**src/rtl/duck_pkg.sv**
```systemverilog
// duck_pkg: shared duck sprite geometry, display size and flight state encoding.
package duck_pkg;
    localparam int DUCK_WIDTH  = 96;
    localparam int DUCK_HEIGHT = 60;
    localparam int H_RES       = 1024;
    localparam int V_RES       = 768;
    typedef enum logic [2:0] {IDLE, FLY, HIT, FALL, LANDED} flight_state_t;
endpackage

```
**src/rtl/duck_flight_if.sv**
```systemverilog
// duck_flight_if: game-logic control into the flight controller, position/sprite state back out.
interface duck_flight_if;
    logic        hunt_start;
    logic        duck_killed;
    logic [11:0] duck_xpos;
    logic [11:0] duck_ypos;
    logic        duck_face_left;
    logic        duck_falling;
    logic        duck_hit;
    modport master (
        output hunt_start, duck_killed,
        input  duck_xpos, duck_ypos, duck_face_left, duck_falling, duck_hit
    );
    modport slave (
        input  hunt_start, duck_killed,
        output duck_xpos, duck_ypos, duck_face_left, duck_falling, duck_hit
    );
endinterface

```
**src/rtl/duck_lfsr16.sv**
```systemverilog
// duck_lfsr16: free-running 16-bit Fibonacci LFSR (taps 16,14,13,11), seeded non-zero.
module duck_lfsr16 (
    input  logic        clk,
    input  logic        rst,
    output logic [15:0] lfsr
);
    always_ff @(posedge clk or posedge rst)
        if (rst) lfsr <= 16'hACE1;
        else     lfsr <= {lfsr[14:0], lfsr[15] ^ lfsr[13] ^ lfsr[12] ^ lfsr[10]};
endmodule

```
**src/rtl/duck_flight_ctl.sv**
```systemverilog
// duck_flight_ctl: bouncing flight, hit freeze, fall and respawn of the duck sprite position.
module duck_flight_ctl
    import duck_pkg::*;
#(
    parameter int TICK_CYCLES = 1_083_333,
    parameter int SPEED_X     = 4,
    parameter int SPEED_Y     = 3,
    parameter int FALL_STEP   = 6,
    parameter int HIT_TICKS   = 30,
    parameter int TURN_TICKS  = 90,
    parameter int GROUND_Y    = 600
) (
    input logic          clk,
    input logic          rst,
    duck_flight_if.slave bus
);
    localparam int X_MAX = H_RES - DUCK_WIDTH;
    localparam int Y_MAX = GROUND_Y - DUCK_HEIGHT;
    localparam int CW    = $clog2(TICK_CYCLES + 1);
    localparam int HW    = $clog2(HIT_TICKS + 1);
    localparam int TW    = $clog2(TURN_TICKS + 1);
    localparam logic signed [12:0] XM = 13'(X_MAX);
    localparam logic signed [12:0] YM = 13'(Y_MAX);
    localparam logic signed [12:0] SX = 13'(SPEED_X);
    localparam logic signed [12:0] SY = 13'(SPEED_Y);
    localparam logic signed [12:0] FS = 13'(FALL_STEP);
    localparam logic signed [12:0] GY = 13'(GROUND_Y);

    flight_state_t      state, state_n;
    logic [CW-1:0]      cnt;
    logic [HW-1:0]      hit_cnt, hit_n;
    logic [TW-1:0]      turn_cnt, turn_n;
    logic [11:0]        x, y, x_n, y_n;
    logic               face, down, face_n, down_n;
    logic [10:0]        lfsr;
    logic [4:0]         lfsr_unused;
    logic               tick, turn, leave, go_left;
    logic [9:0]         spawn_x;
    logic signed [12:0] xs, ys, xr, xl, nx, ny, fy;

    duck_lfsr16 u_lfsr (.clk(clk), .rst(rst), .lfsr({lfsr_unused, lfsr}));

    assign tick    = cnt == CW'(TICK_CYCLES - 1);
    assign xs      = $signed({1'b0, x});
    assign ys      = $signed({1'b0, y});
    assign xr      = xs + SX;
    assign xl      = xs - SX;
    assign ny      = down ? ys + SY : ys - SY;
    assign fy      = ys + FS;
    // A random turn is dropped when the reversed step would leave the screen.
    assign turn    = turn_cnt == TW'(TURN_TICKS - 1) && lfsr[0];
    assign leave   = face ? xr > XM : xl < 13'sd0;
    assign go_left = (turn && !leave) ? !face : face;
    assign nx      = go_left ? xl : xr;
    assign spawn_x = lfsr[9:0] > 10'(X_MAX) ? lfsr[9:0] - 10'd512 : lfsr[9:0];

    always_ff @(posedge clk or posedge rst)
        if (rst) begin
            cnt      <= '0;
            state    <= IDLE;
            x        <= 12'(X_MAX / 2);
            y        <= 12'(Y_MAX);
            face     <= 1'b0;
            down     <= 1'b0;
            hit_cnt  <= '0;
            turn_cnt <= '0;
        end else begin
            cnt      <= tick ? '0 : cnt + 1'b1;
            state    <= state_n;
            x        <= x_n;
            y        <= y_n;
            face     <= face_n;
            down     <= down_n;
            hit_cnt  <= hit_n;
            turn_cnt <= turn_n;
        end

    always_comb begin
        state_n = state;
        x_n     = x;
        y_n     = y;
        face_n  = face;
        down_n  = down;
        hit_n   = hit_cnt;
        turn_n  = turn_cnt;
        case (state)
            IDLE, LANDED:
                if (bus.hunt_start && !bus.duck_killed) begin
                    state_n = FLY;
                    x_n     = {2'b00, spawn_x};
                    y_n     = 12'(Y_MAX);
                    face_n  = lfsr[10];
                    down_n  = 1'b0;
                end
            FLY:
                if (bus.duck_killed) begin
                    state_n = HIT;
                    hit_n   = '0;
                end else if (tick && bus.hunt_start) begin
                    x_n    = nx < 13'sd0 ? 12'd0 : nx > XM ? 12'(X_MAX) : nx[11:0];
                    face_n = nx < 13'sd0 ? 1'b0 : nx > XM ? 1'b1 : go_left;
                    y_n    = ny < 13'sd0 ? 12'd0 : ny > YM ? 12'(Y_MAX) : ny[11:0];
                    down_n = ny < 13'sd0 ? 1'b1 : ny > YM ? 1'b0 : down;
                    turn_n = turn_cnt == TW'(TURN_TICKS - 1) ? '0 : turn_cnt + 1'b1;
                end
            HIT:
                if (tick) begin
                    hit_n   = hit_cnt + 1'b1;
                    state_n = hit_cnt == HW'(HIT_TICKS - 1) ? FALL : HIT;
                end
            FALL:
                if (tick) begin
                    state_n = fy >= GY ? LANDED : FALL;
                    y_n     = fy >= GY ? 12'(GROUND_Y) : fy[11:0];
                end
            default: state_n = IDLE;
        endcase
    end

    assign bus.duck_xpos      = x;
    assign bus.duck_ypos      = y;
    assign bus.duck_face_left = face;
    assign bus.duck_falling   = state == FALL;
    assign bus.duck_hit       = state == HIT;
endmodule
```
**src/flat_wrapper.sv**
```systemverilog
// flat-port wrapper written by rule: the top's interface ports become plain ports
module duck_flight_ctl_flat import duck_pkg::*;
#(
    parameter int TICK_CYCLES = 1_083_333,
    parameter int SPEED_X     = 4,
    parameter int SPEED_Y     = 3,
    parameter int FALL_STEP   = 6,
    parameter int HIT_TICKS   = 30,
    parameter int TURN_TICKS  = 90,
    parameter int GROUND_Y    = 600
)
  (clk, rst, bus_hunt_start, bus_duck_killed, bus_duck_xpos, bus_duck_ypos, bus_duck_face_left, bus_duck_falling, bus_duck_hit);
  duck_flight_if bus_i ();
  input logic clk;
  input logic rst;
  input wire logic [$bits(bus_i.hunt_start)-1:0] bus_hunt_start;
  input wire logic [$bits(bus_i.duck_killed)-1:0] bus_duck_killed;
  output wire logic [$bits(bus_i.duck_xpos)-1:0] bus_duck_xpos;
  output wire logic [$bits(bus_i.duck_ypos)-1:0] bus_duck_ypos;
  output wire logic [$bits(bus_i.duck_face_left)-1:0] bus_duck_face_left;
  output wire logic [$bits(bus_i.duck_falling)-1:0] bus_duck_falling;
  output wire logic [$bits(bus_i.duck_hit)-1:0] bus_duck_hit;
  assign bus_i.hunt_start = bus_hunt_start;
  assign bus_i.duck_killed = bus_duck_killed;
  assign bus_duck_xpos = bus_i.duck_xpos;
  assign bus_duck_ypos = bus_i.duck_ypos;
  assign bus_duck_face_left = bus_i.duck_face_left;
  assign bus_duck_falling = bus_i.duck_falling;
  assign bus_duck_hit = bus_i.duck_hit;
  duck_flight_ctl #(.TICK_CYCLES(TICK_CYCLES), .SPEED_X(SPEED_X), .SPEED_Y(SPEED_Y), .FALL_STEP(FALL_STEP), .HIT_TICKS(HIT_TICKS), .TURN_TICKS(TURN_TICKS), .GROUND_Y(GROUND_Y)) u_core (.clk(clk), .rst(rst), .bus(bus_i));
endmodule
```
**config.mk**
```make
export PLATFORM = sky130hd
export DESIGN_NAME = duck_flight_ctl_flat
export DESIGN_NICKNAME = d
export VERILOG_FILES = /design/src/rtl/duck_pkg.sv /design/src/rtl/duck_flight_if.sv /design/src/rtl/duck_lfsr16.sv /design/src/rtl/duck_flight_ctl.sv /design/src/flat_wrapper.sv
export SDC_FILE = /design/constraint.sdc
export NUM_CORES = 1
export LEC_CHECK = 0
export ABC_AREA = 1
export ABC_CLOCK_PERIOD_IN_PS = 2300
export BUFFER_PORTS_ARGS = -buffer_cell sky130_fd_sc_hd__clkbuf_2
export CORE_MARGIN = 2
export CORE_UTILIZATION = 36
export CTS_BUF_LIST = sky130_fd_sc_hd__clkbuf_4
export DETAILED_ROUTE_END_ITERATION = 10
export PLACE_DENSITY_LB_ADDON = 0.12
export SKIP_LAST_GASP = 1
export SYNTH_ARGS = -nofsm -noshare
export SYNTH_HDL_FRONTEND = slang
export SYNTH_SLANG_ARGS = --single-unit
```
**constraint.sdc**
```tcl
create_clock -name clk -period 2.3 [get_ports clk]
set_input_delay 0 -clock clk [delete_from_list [all_inputs] [get_ports clk]]
set_output_delay 0 -clock clk [all_outputs]
set_load 0.05 [all_outputs]
```
==> results of run 1 <==
==> worst max-delay path: stages, from the launching register on <==
cell and delay, ps:
dfstp_2 640, nand2_4 90, nor2_4 170, xor2_2 180
nand2_1 110, nand3_2 80, nand2_2 70, nand2_4 90
nand2_8 90, buf_12 170, nand3_4 70, nand2_4 50
inv_2 60, nand2_2 50, nor2_2 110, nand3_2 140
nand3_4 140, nand2_4 70, nand3b_1 100, nand2_1 50
==> state kept, by name (all words and copies together) (netlist names) <==
register / flops
u_core.bus.duck_ypos: 12
u_core.u_lfsr.lfsr: 16
u_core.bus.duck_xpos: 12
u_core.down: 1
u_core.turn_cnt: 7
u_core.bus.duck_face_left: 1
u_core.state: 3
u_core.cnt: 21
u_core.hit_cnt: 5
==> cell families (layout without fill, tap and decap cells) <==
kind of cell | count (synthesis) | count (layout) | share of synthesized area
adders and majority gates | 22 | 22 | 0.05408
AOI/OAI and AO/OA | 90 | 90 | 0.1005
and+or+nand+nor | 340 | 342 | 0.3039
xor gates and xnor gates | 39 | 39 | 0.06676
DFF | 78 | 78 | 0.3771
buffers and inverters | 130 | 334 | 0.09763
==> layer usage <==
metal | part of all wire | track usage | routed length (µm)
met4 | 0.022 | 0.07667 | 326
met3 | 0.026 | 0.02620 | 389
met5 | 0 | 0 | 0
met2 | 0.50 | 0.3259 | 7404
met1 | 0.45 | 0.2507 | 6763
==> worst min path at each step <==
stage | cells after the start | slack, ps | endpoint | start
5_1_grt | 4 | 30 | u_core.turn_cnt[1]$_DFFE_PP0P_ | bus_hunt_start
3_5_place_dp | 2 | 30 | u_core.bus.duck_xpos[0]$_DFFE_PP0P_ | rst
6_report | 4 | 50 | u_core.turn_cnt[1]$_DFFE_PP0P_ | bus_hunt_start
2_1_floorplan | 2 | 300 | u_core.turn_cnt[1]$_DFFE_PP0P_ | bus_hunt_start
3_3_place_gp | 2 | 20 | u_core.bus.duck_xpos[3]$_DFFE_PP0P_ | rst
4_1_cts | 3 | 60 | u_core.bus.duck_xpos[0]$_DFFE_PP0P_ | rst
==> synth_stat cells (all sizes together) (3+ instances only) <==
cell type and n:
o31ai 3, dfstp 16, buf 6, nand2 156, nand4 18, or2 3, nand3 47, dfrtp 62
clkbuf 3, nand3b 12, inv 120, nor4 8, ha 21, o21ai 29, a21oi 37, o22ai 4
xnor2 10, xor2 29, nor3 19, nor2 74
==> area by class of cell <==
| type | instances | area (µm²) | area share |
|---|---|---|---|
| inverters | 121 | 465.4 | 0.05979 |
| well taps | 184 | 230.2 | 0.02957 |
| clock inverters | 5 | 76.32 | 0.009804 |
| multi-input cells | 493 | 3446 | 0.4426 |
| flip-flops and latches | 78 | 1982 | 0.2546 |
| clock buffers | 11 | 82.58 | 0.01061 |
| repair buffers | 197 | 1503 | 0.1930 |
==> stage by stage <==
| step | instance area (µm²) | hold WS, ps |
|---|---|---|
| after floorplan | 5361 | 300.8 |
| after global placement | 6676 | 20.54 |
| after detailed placement | 6676 | 28.18 |
| after CTS | 7256 | 55.69 |
| after global routing | 7785 | 27.63 |
| final | 7785 | 47.03 |
==> repair_timing <==
action | CTS | global route
pin swaps | 38 | 77
setup buffers | 17 | 18
gates cloned | 3 | 0
resized for setup | 66 | 98
hold buffers | 2 | 0
endpoints found under the hold margin | 68 | 0
endpoints found under the setup margin | 25 | 37
==> report_power, final <==
part           leakage (nW)  internal, W  switching (W)
logic                  2.73      0.00335        0.00420
clock network        0.0861     0.000461       0.000497
registers             0.990      0.00164       0.000269
total                  3.81      0.00545        0.00497
==> run summary, run 1 <==
outcome = finished, violations left
violated checks = setup timing
Mapped Cells = 699
sequential share of the synthesized area = 0.3771
cell leakage power = 3.808 nW
Reg2Reg Setup Slack = -330 ps
Post-Syn Area = 5229 µm²
critical path capture point = u_core.bus.duck_xpos[1]$_DFFE_PP0P_
critical path startpoint = u_core.bus.duck_xpos[4]$_DFFE_PP1P_
Max Fclk = 380.1 MHz
dpl cells = 1035
Synth cell types = 49
Worst-Margin Slew = 484.0 ps
final total power = 0.01042 W
DP HPWL = 10920 µm
Hold Crit Class = primary input to flip-flop
clock tree buffer depth = 2
fillers = 1332
final period utilization = 1.144
dominant cells by area after synthesis = dfrtp_1, nand2_1, inv_1
most common cell after layout, fill and taps aside = buf_4
post-route insts no fill = 1089
Fin Setup TNS = -5239 ps
Worst-path clk slew = 140 ps
vias in the first global route = 5231
Rel. slew slack = 0.6769
Fin. Hold Viols = 0
Synth Net Count = 725
IO Port Bufs = 30
via count = 5236
via/cell ratio = 4.808
Placeable Area = 14370 µm²
dpl ws = -330.8 ps
Die X = 124.5 µm
Worst EP required = 2670 ps
RR Endpoint = u_core.bus.duck_xpos[1]$_DFFE_PP0P_
peak supply drop = 0.7159 mV
synthesis-to-layout area growth = 48.89%
Pre-Repair DR Iteration Count = 4
# clock sinks = 78
fin crit period = 2631 ps
top fanout value on the critical path = 6
Yosys reg bits = 78
asr flop ratio synth = 1.000
H-tree levels = 3
initial DRC count = 294
Yosys top cell by area = dfrtp_1
Syn. warnings = 0
Slew Limit Fails = 0
clock root buffer = clkbuf_4
RSZ-0062 raised after global routing = true
Total Routing Usage GR = 0.1932
first-pass GRT wire length = 24770 µm
Worst-Skew Late Latency = 470 ps
Top FF cell, synth = dfrtp_1
Routed WL = 14880 µm
EDFF count, synth = 0
ANT cells = 0
CP Data Arrival Time = 3000 ps
die height = 124.5 µm
critical path class = flip-flop to flip-flop
GP Congestion = 0.8854
Initial Utilization = 0.3639
layout cell share with drive strength beyond 1 = 0.4365
top-area cell type share of the netlist area = 0.2967
Routed Antenna Nets = 0
worst r2r path cells = 19
Rows = 44
Die ar. = 15500 µm²
final setup fails = 26
DRC violations left = 0
Final Core Density = 0.5418
worst setup margin = -331.0 ps
Critical Path Start Type = flip-flop
total of max-cap violations = 0
PwrDens = 1339 nW/µm²
CTS Buf Count = 9
TritonCTS clock tree = done
largest net degree at the start of global routing = 35
drt wl/cell = 13.67 µm
highest-count cells in the layout ignoring fill and taps = buf_4, nand2_1, inv_1
gr ovfl total = 0
clk_skew = 26.62 ps
crit path capture type = flip-flop
RR Startpoint = u_core.bus.duck_xpos[4]$_DFFE_PP1P_
fin nets = 926
I/O pins = 31
synthesized area per cell = 7.480 µm²
initial antenna violation count = 0
Power figures use the tool's default switching activity.
==> run 2, diff against run 1 <==
Settings changed: CELL_PAD_IN_SITES_DETAIL_PLACEMENT set to 0, CELL_PAD_IN_SITES_GLOBAL_PLACEMENT set to 2, CORE_UTILIZATION 36 to 34.
==> run 2 against run 1 <==
Compared with the run above: the run still ends with setup timing left; design area shrank 1.1%; first-iteration DRC count shrank 6.1%; register-to-register slack gained 80 ps; largest power group unchanged; sequential cell count is the same; global-route usage is essentially flat; cell count grew 0.64%.
==> run summary, run 2 (synthesized netlist as in run 1, its figures left out) <==
outcome = finished, violations left
violated checks = setup timing
PwrDens = 1324 nW/µm² (-1.1%)
worst setup margin = -249.7 ps (+81.28 ps)
Fin Setup TNS = -4384 ps (+854.9 ps)
IO Port Bufs = 30 (unchanged)
# clock sinks = 78 (unchanged)
cell leakage power = 3.809 nW (about the same)
Rel. slew slack = 0.7103 (+0.03337)
Max Fclk = 392.2 MHz (+3.2%)
final total power = 0.01020 W (-2.2%)
peak supply drop = 0.6254 mV (-13%)
Die ar. = 16390 µm² (+5.7%)
via/cell ratio = 4.734 (-1.5%)
RSZ-0062 raised after global routing = true
Initial Utilization = 0.3465 (-0.01738)
DRC violations left = 0 (unchanged)
final period utilization = 1.109 (-0.03534)
CP Data Arrival Time = 2920 ps (-80 ps)
Routed WL = 15140 µm (+1.7%)
via count = 5189 (-0.90%)
max reg flops = 21 (unchanged)
I/O pins = 31 (unchanged)
Hold Crit Class = primary input to flip-flop
clock tree buffer depth = 2 (unchanged)
total of max-cap violations = 0 (unchanged)
crit path capture type = flip-flop
H-tree levels = 3 (unchanged)
Rows = 45 (+2.3%)
largest net degree at the start of global routing = 57 (+63%)
CP peak stage delay = 430 ps (-210 ps)
critical path class = flip-flop to flip-flop
register name with the most flops = u_core.cnt
Slew Limit Fails = 0 (unchanged)
CTS Buf Count = 9 (unchanged)
Total Routing Usage GR = 0.1933 (about the same)
initial DRC count = 276 (-6.1%)
initial antenna violation count = 2 (+2)
Pre-Repair DR Iteration Count = 5 (+1)
Worst-Margin Slew = 434.1 ps (-50.00 ps)
highest-count cells in the layout ignoring fill and taps = buf_4, nand2_1, inv_1
gr ovfl total = 0 (unchanged)
layout cell share with drive strength beyond 1 = 0.4459 (+0.009452)
GP Congestion = 0.8600 (-2.9%)
Hold Slack = 44.75 ps (-2.277 ps)
fin nets = 927 (+0.11%)
clock root buffer = clkbuf_4
Placeable Area = 15090 µm² (+5.0%)
Worst EP required = 2670 ps (about the same)
TritonCTS clock tree = done
vias in the first global route = 5217 (-0.27%)
Critical Path Start Type = flip-flop
Fin. Hold Viols = 0 (unchanged)
die height = 128.0 µm (+2.8%)
drt wl/cell = 13.81 µm (+1.1%)
Routed Antenna Nets = 0 (unchanged)
Die X = 128.0 µm (+2.8%)
first-pass GRT wire length = 25190 µm (+1.7%)
fin crit period = 2550 ps (-81.28 ps)
DP HPWL = 11300 µm (+3.4%)
Worst-Skew Late Latency = 460 ps (about the same)
synthesis-to-layout area growth = 47.31%
most common cell after layout, fill and taps aside = buf_4
CP Cell Sequence = inv_4, fa_2, nand3b_1, nand2_1, nand4_1, o211ai_1, nand3_1, o21ai_2, xor2_2, nor2_2, nand3_4, buf_4, o21ai_1
final setup fails = 25 (-3.8%)
dpl ws = -457.0 ps (-126.2 ps)
Worst-path clk slew = 130 ps (about the same)
Slowest cell on crit path = dfrtp_1
top fanout value on the critical path = 6 (unchanged)
clk_skew = 23.07 ps (-3.556 ps)
largest registers = u_core.cnt: 21 flops, u_core.u_lfsr.lfsr: 16 flops
[run 2: area by class of cell]
class                   instances  area (µm²)
multi-input cells             493        3412
flip-flops and latches         78        1982
fillers                      1506        7387
clock buffers                  11       82.58
diodes                          2       5.005
inverters                     121       460.4
well taps                     188       235.2
repair buffers                198        1473
clock inverters                 5       52.55
[run 2: where the power goes]
group          internal (W)  leakage [nW]  switching (W)  total (W)
Sequential          0.00164         0.990       0.000259    0.00190
Clock              0.000351        0.0766       0.000514   0.000865
Combinational       0.00324          2.74        0.00419    0.00743
Total               0.00523          3.81        0.00496     0.0102
[run 2: path summary, 6_finish.rpt]
kind | from | to | slack, ps | depth (start not counted)
worst max-delay path | u_core.down$_DFFE_PP0P_ | u_core.bus.duck_ypos[0]$_DFFE_PP0P_ | -250 | 13
worst min-delay path | bus_hunt_start | u_core.turn_cnt[1]$_DFFE_PP0P_ | 40 | 4
worst max register to register | u_core.down$_DFFE_PP0P_ | u_core.bus.duck_ypos[0]$_DFFE_PP0P_ | -250 | 13
worst min register to register | u_core.u_lfsr.lfsr[14]$_DFF_PP0_ | u_core.u_lfsr.lfsr[15]$_DFF_PP1_ | 370 | 0
max in group asynchronous | rst | u_core.u_lfsr.lfsr[10]$_DFF_PP1_ | 1560 | 4
min in group asynchronous | rst | u_core.bus.duck_xpos[3]$_DFFE_PP0P_ | 50 | 3
[run 2: routing by layer]
metal,vias to the layer above,wire length [µm],global-route usage
li1,2663,-,-
met5,-,0,0
met2,63,7040,0.3120
met4,0,182,0.04460
met3,14,375,0.03965
met1,2449,7542,0.2676
[run 2: critical path, delay by kind of cell, from the launching register on]
kind / cells / cell delay, ps
fa+ha+maj: 1 / 340
flops: 1 / 430
xor+xnor: 1 / 110
compound gates: 3 / 450
simple gates: 6 / 880
buf+inv: 2 / 250
[run 2: stage by stage]
stage	cell area (µm²)	util	instances
floorplan	5361	-	699
global placement	6731	0.4461	1044
detailed placement	6731	0.4461	1044
CTS	7351	0.4871	1089
global route	7702	0.5104	1096
finish	7702	0.5104	1096
[run 2: what timing repair did]
item / CTS / global route
hold buffers: 2 / 0
endpoints found under the hold margin: 66 / 0
cloned: 2 / 0
buffers inserted: 25 / 6
resized for setup: 75 / 78
setup endpoints to repair: 25 / 39
pin swaps: 27 / 50
==> run 3, diff against run 2 <==
Settings changed: ABC_AREA 1 to 0, CORE_MARGIN 2 to 1, CORE_UTILIZATION 34 to 35, GPL_TIMING_DRIVEN set to 0.
==> run 3 against run 2 <==
Compared with the run above: non-clock buffer count decreased by 86; global-route usage rose by 1.9 points; routed wire length is 5.4% higher; sequential power down 5%; clock skew about the same; count of clock-buffer cells in the layout unchanged; the flow still finishes with violations (setup timing); utilization down 2.0 points; critical endpoint is now u_core.bus.duck_xpos[3]$_DFFE_PP0P_; cell count fell by 18%; hold slack better by 110 ps; synthesized area down 0.14%; critical path type unchanged; largest cell class unchanged; critical path depth rose by 1.
==> run summary, run 3 <==
outcome = finished, violations left
violated checks = setup timing
Worst-path clk slew = 140 ps (about the same)
Hold Slack = 159.7 ps (+114.9 ps)
final period utilization = 1.521 (+0.4125)
Hold Startpoint = bus_hunt_start
synthesized area per cell = 8.602 µm² (+15%)
CTS Buf Count = 9 (unchanged)
IO Port Bufs = 30 (unchanged)
drt wl/cell = 17.85 µm (+29%)
total of max-cap violations = 0 (unchanged)
layout cell share with drive strength beyond 1 = 0.3583 (-0.08767)
largest net degree at the start of global routing = 63 (+11%)
Yosys reg bits = 78 (unchanged)
Fin. Hold Viols = 0 (unchanged)
Routed WL = 15960 µm (+5.4%)
crit path capture type = flip-flop
CP peak stage delay = 490 ps (+60 ps)
max reg flops = 21 (unchanged)
clock root buffer = clkbuf_4
Synth Net Count = 633 (-13%)
Slew Limit Fails = 0 (unchanged)
EDFF count, synth = 0 (unchanged)
critical path class = flip-flop to flip-flop
sequential share of the synthesized area = 0.3777 (+0.0005422)
Worst EP required = 2690 ps (+20 ps)
# clock sinks = 78 (unchanged)
Hold Crit Class = primary input to flip-flop
Slowest cell on crit path = or4b_4
Mapped Cells = 607 (-13%)
fin crit period = 3498 ps (+948.8 ps)
synthesis-to-layout area growth = 36.45%
fin nets = 730 (-21%)
Top FF cell, synth = dfrtp_1
H-tree levels = 3 (unchanged)
Post-Syn Area = 5221 µm² (-0.14%)
DP HPWL = 10530 µm (-6.8%)
cell leakage power = 2.899 nW (-24%)
Worst-Margin Slew = 783.0 ps (+349.0 ps)
CP Data Arrival Time = 3890 ps (+970 ps)
Rel. slew slack = 0.4760 (-0.2343)
Initial Utilization = 0.3592 (+0.01273)
asr flop ratio synth = 1.000 (unchanged)
Post-synth top cells = dfrtp_1, nand2_1, nor2_1
Placeable Area = 14530 µm² (-3.7%)
Die X = 124.1 µm (-3.0%)
clock tree buffer depth = 2 (unchanged)
Fin Setup TNS = -19940 ps (-15560 ps)
initial DRC count = 287 (+4.0%)
peak supply drop = 0.7243 mV (+16%)
first-pass GRT wire length = 25090 µm (-0.39%)
gr ovfl total = 0 (unchanged)
count leader, synth = dfrtp_1
top-area cell type share of the netlist area = 0.2971 (+0.0004266)
I/O pins = 31 (unchanged)
register name with the most flops = u_core.cnt
GP Congestion = 0.8204 (-4.6%)
worst setup margin = -1198 ps (-948.8 ps)
final setup fails = 28 (+12%)
CP Cell Sequence = buf_8, inv_6, ha_4, or4b_4, or4_4, a31oi_4, nand4_1, buf_4, o41ai_4, o32ai_2, o21a_2, buf_6, o31a_1, a21oi_2
clk_skew = 22.95 ps (-0.1197 ps)
via count = 5080 (-2.1%)
largest registers = u_core.cnt: 21 flops, u_core.u_lfsr.lfsr: 16 flops
top fanout value on the critical path = 5 (-1)
Syn. warnings = 0 (unchanged)
Total Routing Usage GR = 0.2126 (+0.01927)
Rows = 44 (-2.2%)
initial antenna violation count = 1 (-1)
Synth cell types = 67 (+37%)
dominant cells by area after synthesis = dfrtp_1, dfstp_2, ha_1
critical path startpoint = u_core.bus.duck_xpos[2]$_DFFE_PP0P_
Routed Antenna Nets = 0 (unchanged)
vias in the first global route = 4879 (-6.5%)
DRC violations left = 0 (unchanged)
Die ar. = 15410 µm² (-6.0%)
highest-count cells in the layout ignoring fill and taps = nand2_1, dfrtp_1, nor2_1
Critical Path Start Type = flip-flop
TritonCTS clock tree = done
Max Fclk = 285.8 MHz (-27%)
via/cell ratio = 5.682 (+20%)
Yosys top cell by area = dfrtp_1
RR Startpoint = u_core.bus.duck_xpos[2]$_DFFE_PP0P_
final total power = 0.008185 W (-20%)
Worst-Skew Late Latency = 460 ps (about the same)
die height = 124.1 µm (-3.0%)
RSZ-0062 raised after global routing = true
PwrDens = 1149 nW/µm² (-13%)
Pre-Repair DR Iteration Count = 4 (-1)
## run 3: cell types whose count changed after synthesis, sizes merged, moves of 10 or more
cell,change
nor3,-13
or3,+10
inv,-94
clkbuf,+18
nand3,-22
nor2,-16
xor2,-18
nand2,-96
o31ai,+13
## run 3: area by class of cell
class / count / area (µm²)
well taps: 184 / 230.2
clock buffers: 11 / 82.58
flip-flops and latches: 78 / 1983
multi-input cells: 477 / 3804
clock inverters: 5 / 35.03
diodes: 1 / 2.502
fillers: 1428 / 7410
repair buffers: 89 / 690.7
inverters: 26 / 113.9
plain buffers: 23 / 182.7
## run 3: worst paths after layout
kind | slack, ps | endpoint | depth (start not counted)
worst max-delay path | -1200 | u_core.bus.duck_xpos[3]$_DFFE_PP0P_ | 14
worst min-delay path | 160 | u_core.state[2]$_DFFE_PP0P_ | 4
worst max register to register | -1200 | u_core.bus.duck_xpos[3]$_DFFE_PP0P_ | 14
worst min register to register | 370 | u_core.u_lfsr.lfsr[15]$_DFF_PP1_ | 0
max in group asynchronous | 1080 | u_core.bus.duck_ypos[9]$_DFFE_PP1P_ | 5
min in group asynchronous | 570 | u_core.turn_cnt[2]$_DFFE_PP0P_ | 4
## run 3: logic make-up after synthesis
kind of cell / synth area share
AOI/OAI and AO/OA: 0.2296
xor gates and xnor gates: 0.05032
DFF: 0.3777
buffers and inverters: 0.04074
adders and majority gates: 0.05416
muxes: 0.002157
and+or+nand+nor: 0.2454
## run 3: routing by layer
| metal | track usage | vias to the layer above | share of wire |
|---|---|---|---|
| met3 | 0.02839 | 34 | 0.026 |
| met5 | 0 | - | 0 |
| li1 | - | 2448 | - |
| met1 | 0.2813 | 2503 | 0.47 |
| met4 | 0.08036 | 0 | 0.025 |
| met2 | 0.3512 | 95 | 0.48 |
## run 3: metrics by stage
step	setup slack, ps	util	cell area (µm²)	instances
finish	-1198	0.4902	7124	894
global route	-1245	0.4902	7124	894
CTS	-1179	0.4626	6724	884
detailed placement	-1606	0.4025	5849	822
global placement	-1611	0.4004	5819	821
floorplan	-1096	-	5439	607
## run 3: power by group
group,switching (W),internal (W),total [W]
logic,0.00324,0.00237,0.00561
clock network,0.000534,0.000249,0.000783
registers,0.000229,0.00157,0.00180
## run 3: worst max-delay path, delay by kind of cell (launching register included)
kind | cells | cell delay, ps
AO/OA/AOI/OAI | 6 | 1240
AND/OR/NAND/NOR | 3 | 1130
adder cells (fa/ha/maj) | 1 | 130
buffers and inverters | 4 | 510
flip-flops | 1 | 440
## run 3: timing repair
action | 4_1_cts | 5_1_grt
hold endpoints to repair | 70 | 0
pin swaps | 35 | 30
hold buffers | 3 | 0
setup buffers | 41 | 12
endpoints found under the setup margin | 47 | 49
cloned | 2 | 0
resized for setup | 79 | 73
